<file path="src/rtl/codificador_flip_pkg.sv">
// Shared constants and helpers for the bus-invert encoder.
package codificador_flip_pkg;

    localparam int unsigned DEF_N     = 16;
    localparam int unsigned DEF_M     = 16;
    localparam int unsigned DEF_CW    = 32;
    localparam int unsigned POP_MAX_W = 256;

    // Bits needed to hold a count from 0 to n inclusive.
    function automatic int unsigned hd_width(input int unsigned n);
        return $clog2(n + 1);
    endfunction

    function automatic int unsigned popcount(input logic [POP_MAX_W-1:0] x);
        int unsigned c;
        c = 0;
        for (int i = 0; i < POP_MAX_W; i++) begin
            c = c + 32'(x[i]);
        end
        return c;
    endfunction

endpackage

</file>
<file path="src/rtl/decisor_flip_uno.sv">
// Per-lane flip decision: invert when more than half the bits would toggle.
module decisor_flip_uno
    import codificador_flip_pkg::*;
#(
    parameter int unsigned N = DEF_N
) (
    input  logic [N-1:0] a,
    input  logic [N-1:0] prev,
    input  logic         en,
    output logic [N-1:0] b_next,
    output logic         flip
);
    localparam int unsigned HD_W = hd_width(N);

    logic [HD_W-1:0] hd;

    // Tie at exactly N/2 keeps the word uninverted.
    always_comb begin
        hd     = HD_W'(popcount(POP_MAX_W'(a ^ prev)));
        flip   = en && (hd > HD_W'(N / 2));
        b_next = flip ? ~a : a;
    end

endmodule

</file>
<file path="src/rtl/codificador_flip_bloque.sv">
// Bus-invert encoder for M lanes with a single-stage valid/ready output register.
module codificador_flip_bloque
    import codificador_flip_pkg::*;
#(
    parameter int unsigned N  = DEF_N,
    parameter int unsigned M  = DEF_M,
    parameter int unsigned CW = DEF_CW
) (
    input  logic          clk,
    input  logic          rst,
    input  logic          clr,
    input  logic          en,
    input  logic          in_valid,
    output logic          in_ready,
    input  logic [N-1:0]  a [M-1:0],
    output logic          out_valid,
    input  logic          out_ready,
    output logic [N-1:0]  b [M-1:0],
    output logic [M-1:0]  f,
    output logic [CW-1:0] flip_count
);
    localparam int unsigned FC_W  = hd_width(M);
    localparam int unsigned SUM_W = ((CW > FC_W) ? CW : FC_W) + 1;
    localparam logic [CW-1:0] CNT_MAX = '1;

    logic [N-1:0]    prev_q [M-1:0];
    logic [N-1:0]    b_q    [M-1:0];
    logic [N-1:0]    b_d    [M-1:0];
    logic [M-1:0]    f_q;
    logic [M-1:0]    f_d;
    logic            out_valid_q;
    logic [CW-1:0]   cnt_q;
    logic [CW-1:0]   cnt_d;
    logic [FC_W-1:0] flip_total;
    logic [SUM_W-1:0] cnt_sum;
    logic            accept;

    for (genvar i = 0; i < M; i++) begin : g_lane
        decisor_flip_uno #(.N(N)) u_decisor (
            .a      (a[i]),
            .prev   (prev_q[i]),
            .en     (en),
            .b_next (b_d[i]),
            .flip   (f_d[i])
        );
    end

    assign in_ready = !clr && (!out_valid_q || out_ready);
    assign accept   = in_valid && in_ready;

    // Saturating add of this block's flipped lanes.
    always_comb begin
        flip_total = FC_W'(popcount(POP_MAX_W'(f_d)));
        cnt_sum    = SUM_W'(cnt_q) + SUM_W'(flip_total);
        cnt_d      = (cnt_sum > SUM_W'(CNT_MAX)) ? CNT_MAX : CW'(cnt_sum);
    end

    // History tracks the driven word; clr wipes history but leaves b/f as last driven.
    always_ff @(posedge clk or posedge rst) begin
        if (rst) begin
            for (int i = 0; i < M; i++) begin
                prev_q[i] <= '0;
                b_q[i]    <= '0;
            end
            f_q         <= '0;
            out_valid_q <= 1'b0;
            cnt_q       <= '0;
        end else if (clr) begin
            for (int i = 0; i < M; i++) begin
                prev_q[i] <= '0;
            end
            out_valid_q <= 1'b0;
            cnt_q       <= '0;
        end else if (accept) begin
            for (int i = 0; i < M; i++) begin
                prev_q[i] <= b_d[i];
                b_q[i]    <= b_d[i];
            end
            f_q         <= f_d;
            out_valid_q <= 1'b1;
            cnt_q       <= cnt_d;
        end else if (out_ready) begin
            out_valid_q <= 1'b0;
        end
    end

    assign b          = b_q;
    assign f          = f_q;
    assign out_valid  = out_valid_q;
    assign flip_count = cnt_q;

endmodule

</file>
<file path="config.mk">
export PLATFORM = sky130hd
export DESIGN_NAME = codificador_flip_bloque
export DESIGN_NICKNAME = d
export VERILOG_FILES = /design/src/rtl/codificador_flip_pkg.sv /design/src/rtl/decisor_flip_uno.sv /design/src/rtl/codificador_flip_bloque.sv
export SDC_FILE = /design/constraint.sdc
export NUM_CORES = 2
export LEC_CHECK = 0
export CORE_UTILIZATION = 40
export DETAILED_ROUTE_END_ITERATION = 16
export PLACE_DENSITY = 0.74
export SKIP_LAST_GASP = 1
export SLEW_MARGIN = 5
export SYNTH_ARGS = -nofsm -noshare
export SYNTH_HDL_FRONTEND = slang
export SYNTH_SLANG_ARGS = --single-unit
</file>
<file path="constraint.sdc">
create_clock -name clk -period 37 [get_ports clk]
set_input_delay 7.4 -clock clk [delete_from_list [all_inputs] [get_ports clk]]
set_output_delay 7.4 -clock clk [all_outputs]
set_load 0.01 [all_outputs]
</file>
**After elaboration in Yosys (flattened, before gate mapping)**

Cells that the tools add are included.
W data, S select, Z words.

- Add/subtract/negate cells: 4096
- Multipliers: 0
- Divide/modulo/power cells: 0
- Magnitude comparators: 17
- Equality and inequality tests: 0
- Shift-type cells: 0
- Mux-type cells: 24
- Bitwise gates (word level): 33
- Reductions and logical operators: 24

Operator list:

| kind | number |
|---|---|
| $add A5 B1 Y5 const B | 3840 |
| $add A5 B1 Y5 | 235 |
| $mux W256 | 2 |
| $mux W16 | 16 |
| $not A16 Y16 | 16 |
| $xor A16 B16 Y16 | 16 |
| $mux W32 | 3 |
| $gt A5 B4 Y1 const B | 16 |
| $add A1 B1 Y2 | 17 |
| $add A32 B5 Y33 | 1 |
| $gt A33 B32 Y1 const B | 1 |
| $logic_and A1 B1 Y1 | 18 |
| $add A4 B1 Y5 | 1 |
| $add A3 B1 Y4 | 1 |
| $add A2 B1 Y3 | 1 |
| $mux W1 | 3 |
| $reduce_bool A3 Y1 | 1 |
| $logic_not A1 Y1 | 2 |
| $reduce_and A2 Y1 | 1 |
| $reduce_bool A2 Y1 | 1 |
| $logic_or A1 B1 Y1 | 1 |
| $not A1 Y1 | 1 |

- Bits in registers: 561
- Latch bits: 0
- RAM bits: 0
- Memory bits (read-only): 0
- Input port bits: 262
- Output and inout bits: 306
- Memories: 0

**Logic depth before layout (Yosys ltp)**

- Word-level depth: 278
- Gate-level depth with buffers: 33
- Gate-level depth less buffers: 30

**Hierarchy**

A second synthesis with hierarchy kept.

- Cells, all modules: 3311
- Area, all modules: 31747.9 µm²

Modules (own cells, without submodules):

| module | times used | cells an instance | area each (µm²) |
|---|---|---|---|
| codificador_flip_bloque | 1 | 2194 | 20898.8 |
| decisor_flip_uno at g_lane[0].u_decisor ... | 13 | 70 | 678.2 |
| decisor_flip_uno at g_lane[8].u_decisor ... | 2 | 68 | 670.6 |
| decisor_flip_uno at g_lane[10].u_decisor | 1 | 71 | 691.9 |

**Worst setup path after synthesis**

No wires, ideal clock.

- Path kind: input to register
- Start point: input port a[0] (netlist bit)
- End point: register cnt_q[11], in the netlist flip_count[11]
- Setup time: 0.099 ns
- Arrival time: 15.808 ns
- Data required time: 36.901 ns
- Path slack: 21.092 ns
- Stages: 30
- Buffers on the path: 2
- Cell sequence: xor2_1 > ha_1 > fa_1 > fa_1 > fa_1 > inv_1 > fa_1 > fa_1 > fa_1 > nand2b_1 > a21oi_1 > and4b_1 > o31ai_1 > buf_2 > buf_4 > inv_1 > fa_1 > inv_1 > fa_1 > fa_1 > fa_1 > fa_1 > inv_1 > fa_1 > a21oi_1 > o22ai_1 > nand2_1 > nor2_1 > nor3_1 > a311oi_1

- Cells in the longest elaborated chain, start to end: 278

Ends and longest elaborated chain:

| item | RTL line | RTL |
|---|---|---|
| start, declared | codificador_flip_bloque.sv:15 | `input logic [N-1:0] a [M-1:0],` |
| $xor A16 B16 Y16 (*) | decisor_flip_uno.sv:19 | `hd = HD_W'(popcount(POP_MAX_W'(a ^ prev)));` |
| $add A1 B1 Y2 (*) | codificador_flip_pkg.sv:18 | `c = c + 32'(x[i]);` |
| $add A5 B1 Y5 (*) (254 in a row) | codificador_flip_pkg.sv:18 |  |
| $gt A5 B4 Y1 (*) | decisor_flip_uno.sv:20 | `flip = en && (hd > HD_W'(N / 2));` |
| $logic_and A1 B1 Y1 (*) | decisor_flip_uno.sv:20 |  |
| named net g_lane[0].u_decisor.flip | decisor_flip_uno.sv:11 | `output logic flip` |
| $add A1 B1 Y2 (*) | codificador_flip_pkg.sv:18 |  |
| $add A2 B1 Y3 (*) | codificador_flip_pkg.sv:18 |  |
| $add A3 B1 Y4 (*) | codificador_flip_pkg.sv:18 |  |
| $add A4 B1 Y5 (*) | codificador_flip_pkg.sv:18 |  |
| $add A5 B1 Y5 (*) (11 in a row) | codificador_flip_pkg.sv:18 |  |
| $add A32 B5 Y33 (*) | codificador_flip_bloque.sv:54 | `cnt_sum = SUM_W'(cnt_q) + SUM_W'(flip_total);` |
| $gt A33 B32 Y1 | codificador_flip_bloque.sv:55 | `cnt_d = (cnt_sum > SUM_W'(CNT_MAX)) ? CNT_MAX : CW'(cnt_sum);` |
| $mux W32 (*) | codificador_flip_bloque.sv:55 |  |
| $mux W32 (*) | codificador_flip_bloque.sv:74 | `end else if (accept) begin` |
| $mux W32 (*) | codificador_flip_bloque.sv:68 | `end else if (clr) begin` |
| end signal, assigned | codificador_flip_bloque.sv:81 | `cnt_q <= cnt_d;` |
| end, declared | codificador_flip_bloque.sv:32 | `logic [CW-1:0] cnt_q;` |

Mark *: on every way through the listed nets, which the timed path passes. The rest lies on a longest branch. The select of a mux whose other input is x is not followed.
A chain may end at the register's enable or synchronous reset.

**Worst setup path in the final report**

- Start point: input port a[161] (netlist bit)
- End point: register cnt_q[11], in the netlist flip_count[11]

- Cells in the longest elaborated chain, start to end: 269

Ends and longest elaborated chain:

| item | RTL line |
|---|---|
| $xor A16 B16 Y16 (*) | decisor_flip_uno.sv:19 |
| $add A1 B1 Y2 (*) | codificador_flip_pkg.sv:18 |
| $add A5 B1 Y5 (*) (254 in a row) | codificador_flip_pkg.sv:18 |
| $gt A5 B4 Y1 (*) | decisor_flip_uno.sv:20 |
| $logic_and A1 B1 Y1 (*) | decisor_flip_uno.sv:20 |
| named net g_lane[10].u_decisor.flip | decisor_flip_uno.sv:11 |
| $add A5 B1 Y5 (*) (6 in a row) | codificador_flip_pkg.sv:18 |
| $add A32 B5 Y33 (*) | codificador_flip_bloque.sv:54 |
| $gt A33 B32 Y1 | codificador_flip_bloque.sv:55 |
| $mux W32 (*) | codificador_flip_bloque.sv:55 |
| $mux W32 (*) | codificador_flip_bloque.sv:74 |
| $mux W32 (*) | codificador_flip_bloque.sv:68 |

Marked as above.

==> reports/summary.txt <==
WS Path Type = in2reg
commonest non-fill, non-tap cell in the layout = nand2_1
Post-CTS Setup Bufs = 0
Yosys reg bits = 561
row cnt = 101
die area = 78600 um^2
FMAX = 58.0 MHz
synth-to-layout area growth = 28.2%
GR Util All Layers = 21.8%
vias in the first global route = 23100
sequential element share of the synthesized area = 45.3%
area leader, netlist = dfrtp_1
initial drt markers = 1298
Die W = 280 um
max-cap violation count = 0
CTS hold repair buffers = 0
CP Max Fanout = 20
DRC = 0
hold path endpoint = b[43]
min cycle time layout = 17.23 ns
CP most frequent cell = fa_1
vias per std cell = 4.90
CTS max path bufs = 3
r2r startpoint = prev_q[161]
Max Slew Vio Count = 0
slew margin rel. = 19.9%
syn nets = 3538
RSZ-0062 raised after global routing = no
first-pass detailed-route iteration total = 5
NumNets Final = 4037
Fin Clk Skew = 0.0251 ns
CP max stage delay = 1.04 ns
hold path depth = 2
synth warn = 0
Final HPWL DP = 62500 um
post-cts resize count = 0
initial antenna violation count = 12
Ports = 568
Worst Path Arrival = 17.76 ns
Cell variety after synth = 55
drt total wl = 85400 um
Slew @ Worst Pin = 1.20 ns
setup violators final = 0
Final period util = 46.6%
HP Class = reg2reg
port bufs = 567
worst-skew pair later-pin latency = 0.63 ns
Die Y = 280 um
TritonCTS clock tree = done
layout cell share with drive strength beyond 1 = 4.49%
crit path capture type = register
Initial Util = 40.6%
ys flop type = dfrtp_1
total CTS buffers = 61
Synth area leaders = dfrtp_1, fa_1, xor2_1
synthesized instance count = 3016
Routed Antenna Nets = 0
largest net degree at the start of global routing = 174
R2R setup slack = 26.60 ns
final hold vios = 0
Synth top area share = 45.3%
commonest cells after routing, fill and taps aside = nand2_1, clkdlybuf4s50_1, dfrtp_1
total clock sinks = 561
Mean Syn Cell Area = 10.3 um^2
status = finished, final reports clean
Max H-tree Level = 2
final setup TNS = 0 ns
Async S/R FF share, synth = 100%
GPL Wtd Cong = 0.855
min-delay src = b[43]
Core Area = 76300 um^2
detailed-route via count = 22600
Post-synth EDFFs = 0
drt wl/cell = 18.6 um
Remaining Overflow, GRT = 0
CP max stage cell = o31ai_4
WP data required = 37.53 ns
first-pass GRT wire length = 134000 um
startpoint types = input port
synthesized cell area = 31000 um^2
Root Buffer = clkbuf_16
Worst-path clk slew = 0.06 ns
r2r endpoint = flip_count[11]
FF-to-FF path depth = 30
metal layers:
layer | up-vias | GRT usage (%) | wire length (um)
met3 | 138 | 6.57 | 6560
met1 | 11000 | 27.2 | 35200
met4 | 14 | 6.29 | 2250
li1 | 10800 | - | -
met2 | 538 | 36.4 | 41300
met5 | - | 0 | 96
area by class of cell:
| class | instances | area, um^2 |
|---|---|---|
| diodes | 6 | 15.0 |
| clock buffers | 92 | 1830 |
| clock inverters | 21 | 228 |
| fillers | 6702 | 36600 |
| inverters | 128 | 488 |
| multi-input cells | 2165 | 15900 |
| flip-flops and latches | 561 | 14000 |
| well taps | 1030 | 1290 |
| repair buffers | 598 | 5940 |
state kept, by name (all words and copies together) (netlist names):
register / cells
flip_count: 32
out_valid: 1
b: 256
prev_q: 256
f: 16
cell usage after synthesis (6+ instances only):
cell type  count
nand2_1      567
nor2b_1       12
o31ai_1       10
a21o_1        14
xnor2_1      180
ha_1          88
inv_1        128
a21boi_0       9
and4_1         6
nor3_1        14
xor2_1       340
clkbuf_1     101
o21ai_0      543
a211o_1        7
buf_4         15
buf_2         42
a21oi_1       39
fa_1         172
and3_1         9
dfrtp_1      561
nor2_1        35
a31oi_1       17
nand3_1       15
nand2b_1      18
a211oi_1      11
critical path, delay by kind of cell:
| family | cells | cell delay, ns |
|---|---|---|
| xor gates and xnor gates | 1 | 0.17 |
| adders and majority gates | 13 | 5.74 |
| and+or+nand+nor | 3 | 1.04 |
| AOI/OAI and AO/OA | 7 | 2.49 |
| buffers and inverters | 7 | 0.89 |
cells by family after synthesis:
group	Yosys count	synth area share, %
DFF	561	45.3
and+or+nand+nor	708	9.60
muxes	5	0.162
adders and majority gates	260	14.7
buffers and inverters	290	3.96
AOI/OAI and AO/OA	672	11.6
xor gates and xnor gates	520	14.7
stage by stage:
stage	hold slack (ns)	util [%]	instances	setup WS, ns	cell area [um^2]
floorplan	0.469	-	3016	13.91	31000
global placement	0.459	49.3	4482	19.19	37700
detailed placement	0.469	49.3	4482	19.05	37700
CTS	0.482	52.0	4595	19.72	39700
global route	0.492	52.0	4598	19.16	39700
finish	0.474	52.1	4601	19.77	39700
worst max-delay path by stage:
stage                       from              to  slack [ns]  cells after the start
after floorplan              rst            b[0]       13.91                      1
after global placement    a[161]  flip_count[11]       19.19                     31
after detailed placement  a[161]  flip_count[28]       19.05                     30
after CTS                 a[161]  flip_count[11]       19.72                     31
after global routing      a[161]  flip_count[11]       19.16                     31
final                     a[161]  flip_count[11]       19.77                     31
Power is left out: the tool's default activity adds up to more than one toggle a clock period on the data nets, which glitch-free logic cannot reach.
